==> src/rtl/wbuf_read_sched.sv <==
// Weight-buffer read sequencer: walks rows x passes of one tile descriptor,
// honours stall, holds the fc mode select and waits out the chain drain.
module wbuf_read_sched #(
   parameter int BUF_ADDR_WIDTH = 9,
   parameter int CNT_W          = 12,
   parameter int CONV_DRAIN     = 4,
   parameter int FC_DRAIN       = 8
) (
   input  logic                      clk,
   input  logic                      reset,
   input  logic                      start,
   input  logic [BUF_ADDR_WIDTH-1:0] cfg_base_addr,
   input  logic [BUF_ADDR_WIDTH-1:0] cfg_row_stride,
   input  logic [BUF_ADDR_WIDTH-1:0] cfg_pass_stride,
   input  logic [CNT_W-1:0]          cfg_num_rows,
   input  logic [CNT_W-1:0]          cfg_num_passes,
   input  logic                      cfg_fc,
   input  logic                      stall,
   output logic                      buf_read_req,
   output logic [BUF_ADDR_WIDTH-1:0] buf_read_addr,
   output logic                      fc,
   output logic                      pass_last,
   output logic                      busy,
   output logic                      done
);
   localparam int DRAIN_MAX = (FC_DRAIN > CONV_DRAIN) ? FC_DRAIN : CONV_DRAIN;
   localparam int DRAIN_W   = $clog2(DRAIN_MAX + 1);

   typedef enum logic [1:0] {IDLE, READ, DRAIN, DONE} state_t;

   state_t                    state_reg, state_next;
   logic [CNT_W-1:0]          row_reg, row_next;
   logic [CNT_W-1:0]          pass_reg, pass_next;
   logic [CNT_W-1:0]          num_rows_reg, num_rows_next;
   logic [CNT_W-1:0]          num_passes_reg, num_passes_next;
   logic [BUF_ADDR_WIDTH-1:0] row_stride_reg, row_stride_next;
   logic [BUF_ADDR_WIDTH-1:0] pass_stride_reg, pass_stride_next;
   logic [BUF_ADDR_WIDTH-1:0] pass_base_reg, pass_base_next;
   logic [BUF_ADDR_WIDTH-1:0] addr_acc_reg, addr_acc_next;
   logic [DRAIN_W-1:0]        drain_reg, drain_next;
   logic                      req_reg, req_next;
   logic [BUF_ADDR_WIDTH-1:0] addr_reg, addr_next;
   logic                      fc_reg, fc_next;
   logic                      pass_last_reg, pass_last_next;
   logic                      busy_reg, busy_next;
   logic                      done_reg, done_next;
   logic                      row_last, pass_final;

   assign row_last   = (row_reg == (num_rows_reg - CNT_W'(1)));
   assign pass_final = (pass_reg == (num_passes_reg - CNT_W'(1)));

   always_comb begin
      state_next       = state_reg;
      row_next         = row_reg;
      pass_next        = pass_reg;
      num_rows_next    = num_rows_reg;
      num_passes_next  = num_passes_reg;
      row_stride_next  = row_stride_reg;
      pass_stride_next = pass_stride_reg;
      pass_base_next   = pass_base_reg;
      addr_acc_next    = addr_acc_reg;
      drain_next       = drain_reg;
      req_next         = 1'b0;
      addr_next        = addr_reg;
      fc_next          = fc_reg;
      pass_last_next   = 1'b0;
      busy_next        = 1'b0;
      done_next        = 1'b0;
      case (state_reg)
         IDLE: begin
            if (start) begin
               num_rows_next    = cfg_num_rows;
               num_passes_next  = cfg_num_passes;
               row_stride_next  = cfg_row_stride;
               pass_stride_next = cfg_pass_stride;
               pass_base_next   = cfg_base_addr;
               addr_acc_next    = cfg_base_addr;
               fc_next          = cfg_fc;
               row_next         = '0;
               pass_next        = '0;
               if (cfg_num_rows != '0 && cfg_num_passes != '0) begin
                  state_next = READ;
                  busy_next  = 1'b1;
               end else begin
                  state_next = DONE;
                  done_next  = 1'b1;
               end
            end
         end
         READ: begin
            busy_next = 1'b1;
            if (!stall) begin
               req_next       = 1'b1;
               addr_next      = addr_acc_reg;
               pass_last_next = row_last;
               // Address of the next read is kept ready in addr_acc; at a pass
               // boundary it restarts from the advanced pass base.
               if (row_last) begin
                  row_next       = '0;
                  pass_next      = pass_reg + CNT_W'(1);
                  pass_base_next = pass_base_reg + pass_stride_reg;
                  addr_acc_next  = pass_base_reg + pass_stride_reg;
                  if (pass_final) begin
                     state_next = DRAIN;
                     drain_next = fc_reg ? DRAIN_W'(FC_DRAIN) : DRAIN_W'(CONV_DRAIN);
                  end
               end else begin
                  row_next      = row_reg + CNT_W'(1);
                  addr_acc_next = addr_acc_reg + row_stride_reg;
               end
            end
         end
         DRAIN: begin
            if (drain_reg == DRAIN_W'(1)) begin
               state_next = DONE;
               done_next  = 1'b1;
            end else begin
               drain_next = drain_reg - DRAIN_W'(1);
               busy_next  = 1'b1;
            end
         end
         default: begin
            state_next = IDLE;
         end
      endcase
   end

   always_ff @(posedge clk) begin
      if (reset) begin
         state_reg       <= IDLE;
         row_reg         <= '0;
         pass_reg        <= '0;
         num_rows_reg    <= '0;
         num_passes_reg  <= '0;
         row_stride_reg  <= '0;
         pass_stride_reg <= '0;
         pass_base_reg   <= '0;
         addr_acc_reg    <= '0;
         drain_reg       <= '0;
         req_reg         <= 1'b0;
         addr_reg        <= '0;
         fc_reg          <= 1'b0;
         pass_last_reg   <= 1'b0;
         busy_reg        <= 1'b0;
         done_reg        <= 1'b0;
      end else begin
         state_reg       <= state_next;
         row_reg         <= row_next;
         pass_reg        <= pass_next;
         num_rows_reg    <= num_rows_next;
         num_passes_reg  <= num_passes_next;
         row_stride_reg  <= row_stride_next;
         pass_stride_reg <= pass_stride_next;
         pass_base_reg   <= pass_base_next;
         addr_acc_reg    <= addr_acc_next;
         drain_reg       <= drain_next;
         req_reg         <= req_next;
         addr_reg        <= addr_next;
         fc_reg          <= fc_next;
         pass_last_reg   <= pass_last_next;
         busy_reg        <= busy_next;
         done_reg        <= done_next;
      end
   end

   assign buf_read_req  = req_reg;
   assign buf_read_addr = addr_reg;
   assign fc            = fc_reg;
   assign pass_last     = pass_last_reg;
   assign busy          = busy_reg;
   assign done          = done_reg;
endmodule
==> config.mk <==
export PLATFORM = sky130hd
export DESIGN_NAME = wbuf_read_sched
export DESIGN_NICKNAME = d
export VERILOG_FILES = /design/src/rtl/wbuf_read_sched.sv
export SDC_FILE = /design/constraint.sdc
export NUM_CORES = 1
export LEC_CHECK = 0
export CELL_PAD_IN_SITES_DETAIL_PLACEMENT = 2
export CELL_PAD_IN_SITES_GLOBAL_PLACEMENT = 2
export CORE_ASPECT_RATIO = 0.8
export CORE_MARGIN = 5
export CORE_UTILIZATION = 33
export CTS_CLUSTER_SIZE = 16
export DETAILED_ROUTE_END_ITERATION = 6
export GPL_TIMING_DRIVEN = 1
export PLACE_DENSITY = 0.89
export SLEW_MARGIN = 15
export SYNTH_ARGS = -nofsm -noshare
export SYNTH_HDL_FRONTEND = slang
export SYNTH_SLANG_ARGS = --single-unit
==> constraint.sdc <==
create_clock -name clk -period 3.93 [get_ports clk]
set_input_delay 0.786 -clock clk [delete_from_list [all_inputs] [get_ports clk]]
set_output_delay 0.786 -clock clk [all_outputs]
set_load 0.1 [all_outputs]
### Yosys cells after proc, flatten, opt, wreduce, memory -nomap -nowiden

Index checks and enable logic that the tools add are counted.

| word-level totals | value |
|---|---|
| bits in latches | 0 |
| flip-flop bits (word level) | 104 |
| memories | 0 |
| memory bits (writable) | 0 |
| bits in read-only memories | 0 |
| input port bits | 56 |

| cells by class | value |
|---|---|
| reductions and logical operators | 14 |
| add/subtract/negate cells | 7 |
| mux-type cells | 36 |
| multipliers | 0 |
| bitwise gates (word level) | 2 |
| equal/unequal tests | 11 |
| order comparisons | 0 |
| divide/modulo/power cells | 0 |
| shifts and indexed selects | 0 |

Operator list:

| cell | number |
|---|---|
| two-way mux 12 bit | 5 |
| one-hot mux 12 bit (2 select lines) | 2 |
| two-way mux 9 bit | 5 |
| one-hot mux 9 bit (2 select lines) | 2 |
| adder 12 x 1 -> 12 bit (second input constant) | 2 |
| == test 12 bit | 2 |
| nonzero test 12 bit | 2 |
| subtractor 12 x 1 -> 12 bit (second input constant) | 2 |
| two-way mux 4 bit | 5 |
| adder 9 bit | 2 |
| two-way mux 2 bit | 6 |
| != test 2 bit (second input constant) | 6 |
| AND reduction 5 bit | 2 |
| one-hot mux 4 bit (2 select lines) | 1 |
| two-way mux 1 bit | 7 |
| one-hot mux 2 bit (3 select lines) | 1 |
| == test 4 x 1 -> 1 bit (second input constant) | 1 |
| AND reduction 2 bit | 2 |
| AND reduction 4 bit | 1 |
| nonzero test 2 bit | 2 |
| subtractor 4 x 1 -> 4 bit (second input constant) | 1 |
| one-hot mux 1 bit (3 select lines) | 1 |
| AND reduction 3 bit | 1 |
| OR reduction 3 bit | 1 |
| 7 further kinds | 8 |

### Depth between registers and ports, before layout

Gate-level depths: netlist (run 1).

| logic depth | value |
|---|---|
| depth in word-level cells | 6 |
| depth in mapped cells | 12 |
| gate-level depth less buffers | 11 |

### Worst setup path after synthesis (run 1)

Ideal clock, no wire load.

| timing | value |
|---|---|
| path kind | register to register |
| start | register num_rows_reg[0] |
| end | register state_reg[1] |
| required time | 3.834 ns |
| buffers on the path | 1 |
| data arrival time | 3.159 ns |
| period minus slack after synthesis | 3.255 ns |
| path slack | 0.675 ns |
| stages on the path, launching flop included | 12 |
| cells stage by stage | dfxtp_1 inv_1 ha_1 or4b_4 or4_4 a21oi_2 mux2i_2 or4_4 buf_6 o31ai_4 nand2_2 o41ai_2 |

| between the ends | value |
|---|---|
| longest elaborated chain between the ends | 4 |

RTL lines:

| what | RTL line | source |
|---|---|---|
| start, declared | 34 | `logic [CNT_W-1:0] num_rows_reg, num_rows_next;` |
| start signal, assigned | 150 | `num_rows_reg <= num_rows_next;` |
| subtractor 12 x 1 -> 12 bit | 49 | `assign row_last = (row_reg == (num_rows_reg - CNT_W'(1)));` |
| == test 12 bit | 49 |  |
| != test 2 bit (no line) | - |  |
| AND reduction 5 bit (no line) | - |  |
| end signal, assigned | 147 | `state_reg <= state_next;` |
| end, declared | 31 | `state_t state_reg, state_next;` |

No other way between the ends.
A chain may end at the register's enable or synchronous reset.

### Worst setup path after layout (run 1)

| timing | value |
|---|---|
| start | register num_rows_reg[0] |
| end | register state_reg[0] |

Same word-level chain as after synthesis.

==> results of run 1 <==
[layout make-up]
class | count | area share, %
repair buffers | 81 | 11.1
clock buffers | 10 | 3.41
inverters | 22 | 1.18
clock inverters | 5 | 0.482
flip-flops and latches | 104 | 29.7
well taps | 225 | 4.01
multi-input cells | 574 | 50.2
[cells in the mapped netlist, types with 4 or more instances]
master / n
xnor2_1: 33
nor3_1: 18
xor2_1: 20
nand3_1: 19
nor2b_1: 5
a211oi_1: 7
and2_1: 5
or3_1: 11
nand2_1: 137
a311oi_1: 4
nor2_1: 63
nand4_1: 7
nor4_1: 12
a21oi_1: 83
inv_1: 21
o21a_1: 4
or4_1: 8
a31oi_1: 9
mux2i_1: 11
clkbuf_1: 28
o21ai_0: 19
dfxtp_1: 104
and3_1: 6
o31ai_1: 6
ha_1: 26
[power by group]
| group | internal, mW | switching (mW) | leakage (nW) |
|---|---|---|---|
| sequential | 1.27 | 0.239 | 0.850 |
| combinational | 0.830 | 1.48 | 1.57 |
| clock | 0.443 | 0.436 | 0.130 |
[critical path, stage by stage, from the launching register on]
cell and delay, ns:
dfxtp_1 0.36, inv_1 0.08, ha_1 0.24, or4b_4 0.53
or4_4 0.52, a21oi_2 0.17, mux2i_2 0.14, or4_4 0.69
o31ai_4 0.43, nand2_2 0.13, a221oi_2 0.30
[routing by layer]
layer / wire (um) / track usage (%) / vias up
met4: 310 / 5.67 / 0
met1: 9680 / 26.8 / 2885
li1: - / - / 2706
met2: 10900 / 38.5 / 111
met5: 0 / 0 / -
met3: 987 / 4.77 / 27
[kinds of logic (layout without fill, tap and decap cells)]
| family | after synthesis | in the layout | share of synthesized area [%] |
|---|---|---|---|
| buffers and inverters | 55 | 118 | 3.70 |
| AND/OR/NAND/NOR | 312 | 312 | 25.2 |
| AO/OA/AOI/OAI | 169 | 169 | 19.0 |
| adder cells (fa/ha/maj) | 28 | 28 | 6.28 |
| XOR/XNOR | 53 | 53 | 7.98 |
| flip-flops | 104 | 104 | 35.8 |
| multiplexers | 12 | 12 | 2.13 |
[per-stage QoR]
stage,setup WS [ns],util (%),std cells
after CTS,0.223,40.5,1021
after detailed placement,0.287,38.9,1006
after global routing,0.0826,40.5,1021
final,0.225,40.5,1021
after floorplan,0.675,-,733
after global placement,0.546,38.9,1006
[worst max-delay path by stage]
stage	slack [ns]	depth (start not counted)	to	from
detailed placement	0.29	10	state_reg[1]	num_rows_reg[0]
CTS	0.22	10	state_reg[0]	num_rows_reg[0]
global route	0.08	10	pass_reg[8]	num_rows_reg[0]
finish	0.22	10	state_reg[0]	num_rows_reg[0]
floorplan	0.67	11	state_reg[1]	num_rows_reg[0]
global placement	0.55	10	state_reg[1]	num_rows_reg[0]
==> metrics.txt, run 1 <==
Routed Antenna Nets 0; final-report hold violation count 0; min-delay worst type reg -> reg; Worst Path Arrival 3.98 ns; hold slack final 0.467 ns; die width 158 um; fin crit share 94.3%; Synth area leader dfxtp_1; largest net degree at the start of global routing 38; Worst slew margin 34.4%; Mean Syn Cell Area 7.93 um^2; register area 2080 um^2; Die ar. 20400 um^2; Worst Path Required 4.20 ns; vias in the first global route 6436; 1st-iter DRT viols 307; Peak VDD IR 0.375 mV; Netlist cell types 70; Post-Route WL 21900 um; cells on worst reg2reg path 10; register area share after synthesis 35.8%; P per Cell Area 670 nW/um^2; Rows 43; hold path endpoint buf_read_addr[2]; gpl congestion 0.840; status completed; Synth area leaders dfxtp_1 (36%), nand2_1 (8.8%), a21oi_1 (7.1%), ha_1 (5.6%), xnor2_1 (5.0%); # DRC 0; final setup TNS 0 ns; FFs w/ async S/R, synth 0%; ANT cells 0; unrepaired setup endpoints after global routing false; flop-to-flop setup slack 0.22 ns; EDFF count, synth 0; final instance area 7010 um^2; GRT overflow 0; dominant synthesized flop cell dfxtp_1; DR WL/cell 21.4 um; Worst Tran Pin Value 0.982 ns; critical path endpoint category flip-flop; worst hold start buf_read_addr[2]; Avg Vias per Cell 5.61; fin. max-slew vios 0; hold depth 2; Hold-fix buffers, CTS 0; Post-Syn Instances 733; CTS Buffer Depth 2; # nets final 876; I/O pins 70; Fin Clk Skew 0.00898 ns; Multi-input gate area 3520 um^2; leakage 2.55 nW; CTS HTree Levels 3; Yosys warnings 0; die height 129 um; CTS resizes 0; area grow syn2layout 20.6%; Worst setup SP type flip-flop; most frequent cells in the layout nand2_1 (137), dfxtp_1 (104), a21oi_1 (83); # setup viols final 0; worst r2r src num_rows_reg[0]; clk_lat worst skew 0.36 ns; Crit Reg-Reg Endpoint state_reg[0]; Seq cells post-synth 104; first-pass GRT wire length 35100 um; most common cell after layout, fill and taps aside nand2_1; number of fill cells in the layout 1968; f_max 0.270 GHz; Post-CTS Setup Inserts 0; clock buffer count from CTS 9; GRT Overall Usage 21.8%; TritonCTS Sinks 104; post-synth top area share 35.8%; critical path type reg -> reg; Initial Util 33.6%; post-route minimum period 3.71 ns; Post-Synthesis Cell Area 5820 um^2; Root Driver clkbuf_16; via count 5729; CTS clk-pin slew, worst paths 0.07 ns; DRT Pass-1 Iters 4; Final Total Pwr 4.70 mW; # port buffers 69; CTS tree built; CP Max Fanout 12; initial antenna violation count 0; core outline area 17300 um^2; Detail Placement HPWL 16200 um; layout cells sized above 1 6.16%; dpl cell area 6740 um^2; max_cap viols 0; Synth Net Count 817
(Power assumes the default switching activity.)
==> run 2: changes to the inputs <==
ABC_AREA = 1   (was unset)
CORE_UTILIZATION = 32   (was 33)
PLACE_DENSITY = 0.9   (was 0.89)
==> metrics.txt, run 2 <==
worst r2r src num_rows_reg[0]; critical path type reg -> reg; area grow syn2layout 20.3%; Hold-fix buffers, CTS 0 (unchanged); CP max stage delay 0.38 ns (-0.31 ns); post-route minimum period 3.31 ns (-0.393 ns); I/O pins 70 (unchanged); clk_lat worst skew 0.37 ns (about the same); max_cap viols 0 (unchanged); GRT overflow 0 (unchanged); CP Max Fanout 18 (+6); hold depth 2 (unchanged); min-delay worst type reg -> reg; status completed; Synth Net Count 935 (+14%); Worst slew margin 33.4% (-0.92 points); # port buffers 69 (unchanged); P per Cell Area 695 nW/um^2 (+3.8%); most frequent cell after synthesis nor2_1; CTS resizes 0 (unchanged); Peak VDD IR 0.288 mV (-23%); final-report hold violation count 0 (unchanged); FFs w/ async S/R, synth 0% (unchanged); 1st-iter DRT viols 257 (-16%); worst hold start pass_base_reg[4]; f_max 0.302 GHz (+12%); Rows 44 (+2.3%); CTS HTree Levels 3 (unchanged); most common cell after layout, fill and taps aside nor2_1; Detail Placement HPWL 16800 um (+3.8%); Yosys warnings 0 (unchanged); leakage 2.92 nW (+15%); DRT Pass-1 Iters 4 (unchanged); Synth area leader dfxtp_1; flop-to-flop setup slack 0.62 ns (+0.39 ns); # DRC 0 (unchanged); CP max-delay cell ha_1; Avg Vias per Cell 5.20 (-7.4%); hold path endpoint pass_base_reg[4]; final setup TNS 0 ns (unchanged); die height 132 um (+2.8%); layout cells sized above 1 6.13% (-0.022 points); Seq cells post-synth 104 (unchanged); # nets final 992 (+13%); cells on worst reg2reg path 14 (+4); largest net degree at the start of global routing 52 (+37%); # setup viols final 0 (unchanged); Netlist cell types 48 (-31%); Worst path most repeated cell nand3_1; Post-Syn Instances 851 (+16%); die width 163 um (+2.9%); dominant synthesized flop cell dfxtp_1; Cell Chain, Critical Path inv_1, ha_1, nand2_1, nor2_1, nand3_1, nand3_1, nand3_1, nor2_1, nand3_4, nand2_4, nand2_4, nand2_2, o21ai_0, and3_1; initial antenna violation count 0 (unchanged); Die ar. 21600 um^2 (+5.8%); clock buffer count from CTS 9 (unchanged); Synth top cells by count nor2_1 (137), nand2_1 (134), dfxtp_1 (104); Crit Reg-Reg Endpoint addr_acc_reg[0]; critical path endpoint category flip-flop; CTS clk-pin slew, worst paths 0.08 ns (about the same); TritonCTS Sinks 104 (unchanged); Final Total Pwr 5.01 mW (+6.6%); Post-CTS Setup Inserts 0 (unchanged); Worst setup SP type flip-flop; Worst Tran Pin Value 0.995 ns (+0.0137 ns); EDFF count, synth 0 (unchanged); Synth area leaders dfxtp_1 (35%), nor2_1 (8.6%), nand2_1 (8.4%), o21ai_0 (7.4%), ha_1 (5.4%); Post-Synthesis Cell Area 5990 um^2 (+3.0%); Worst Path Required 4.20 ns (about the same); Mean Syn Cell Area 7.04 um^2 (-11%); unrepaired setup endpoints after global routing false; register area share after synthesis 34.8% (-1.0 points); CTS Buffer Depth 2 (unchanged); Post-Route WL 22900 um (+4.9%); via count 6061 (+5.8%); CTS tree built; core outline area 18300 um^2 (+5.5%); fin. max-slew vios 0 (unchanged); most frequent cells in the layout nor2_1 (137), nand2_1 (133), dfxtp_1 (104); Root Driver clkbuf_16; GRT Overall Usage 21.7% (-0.068 points); ANT cells 0 (unchanged); vias in the first global route 6804 (+5.7%); post-synth top area share 34.8% (-1.0 points); Place WS 0.519 ns (+0.231 ns); first-pass GRT wire length 37300 um (+6.4%); fin crit share 84.3% (-10 points); post-route setup slack 0.617 ns (+0.393 ns); Fin Clk Skew 0.0129 ns (+0.00395 ns); Routed Antenna Nets 0 (unchanged); DR WL/cell 19.7 um (-8.2%); gpl congestion 0.836 (-0.55%); Worst Path Arrival 3.58 ns (-0.40 ns); Initial Util 32.8% (-0.80 points)
run 2: cell type report:
cell class / instances / area (um^2)
clock buffer: 10 / 239
clock inverter: 6 / 50.0
fill: 2179 / 11100
inverter: 81 / 309
multi-input combinational: 637 / 3470
sequential: 104 / 2080
tap: 253 / 317
timing repair buffer: 75 / 736
run 2: worst max-delay path, delay by kind of cell (launching register included):
| family | cells | cell delay [ns] |
|---|---|---|
| and+or+nand+nor | 11 | 2.06 |
| adders and majority gates | 1 | 0.38 |
| DFF | 1 | 0.33 |
| AOI/OAI and AO/OA | 1 | 0.23 |
| buffers and inverters | 1 | 0.20 |
run 2: per-stage QoR:
| step | area, um^2 | std cells | utilization, % | hold slack (ns) |
|---|---|---|---|---|
| after global routing | 7200 | 1166 | 39.4 | 0.521 |
| after detailed placement | 6910 | 1150 | 37.8 | 0.470 |
| after global placement | 6910 | 1150 | 37.8 | 0.461 |
| after floorplan | 5990 | 851 | - | 0.444 |
| after CTS | 7200 | 1166 | 39.4 | 0.496 |
| final | 7200 | 1166 | 39.4 | 0.488 |
run 2: power breakdown:
part           internal [mW]  leakage, nW  switching, mW  total (mW)
Combinational          0.796         1.93           1.77        2.56
Clock                  0.456        0.141          0.455       0.911
Sequential              1.30        0.854          0.234        1.53
Total                   2.55         2.92           2.46        5.01
run 2: routing by layer:
layer / part of all wire (%) / up-vias / track usage [%] / wire, um
li1: - / 2917 / - / -
met1: 44 / 3022 / 27.0 / 10200
met2: 50 / 99 / 38.2 / 11600
met3: 3.5 / 23 / 4.88 / 812
met4: 1.6 / 0 / 4.98 / 361
met5: 0 / - / 0 / 0
run 2: cells by family after synthesis:
family	share of synthesized area (%)
AND/OR/NAND/NOR	29.8
adder cells (fa/ha/maj)	6.10
flip-flops	34.8
buffers and inverters	7.33
AO/OA/AOI/OAI	15.7
XOR/XNOR	6.29
run 2: worst max-delay path by stage:
stage	start	to	slack, ns	depth (start not counted)
2_1_floorplan	stall	row_reg[11]	1.82	12
3_3_place_gp	stall	addr_acc_reg[0]	0.68	11
3_5_place_dp	stall	addr_acc_reg[0]	0.52	11
4_1_cts	num_rows_reg[0]	addr_acc_reg[0]	0.63	14
5_1_grt	num_rows_reg[0]	addr_acc_reg[0]	0.37	14
6_report	num_rows_reg[0]	addr_acc_reg[0]	0.62	14
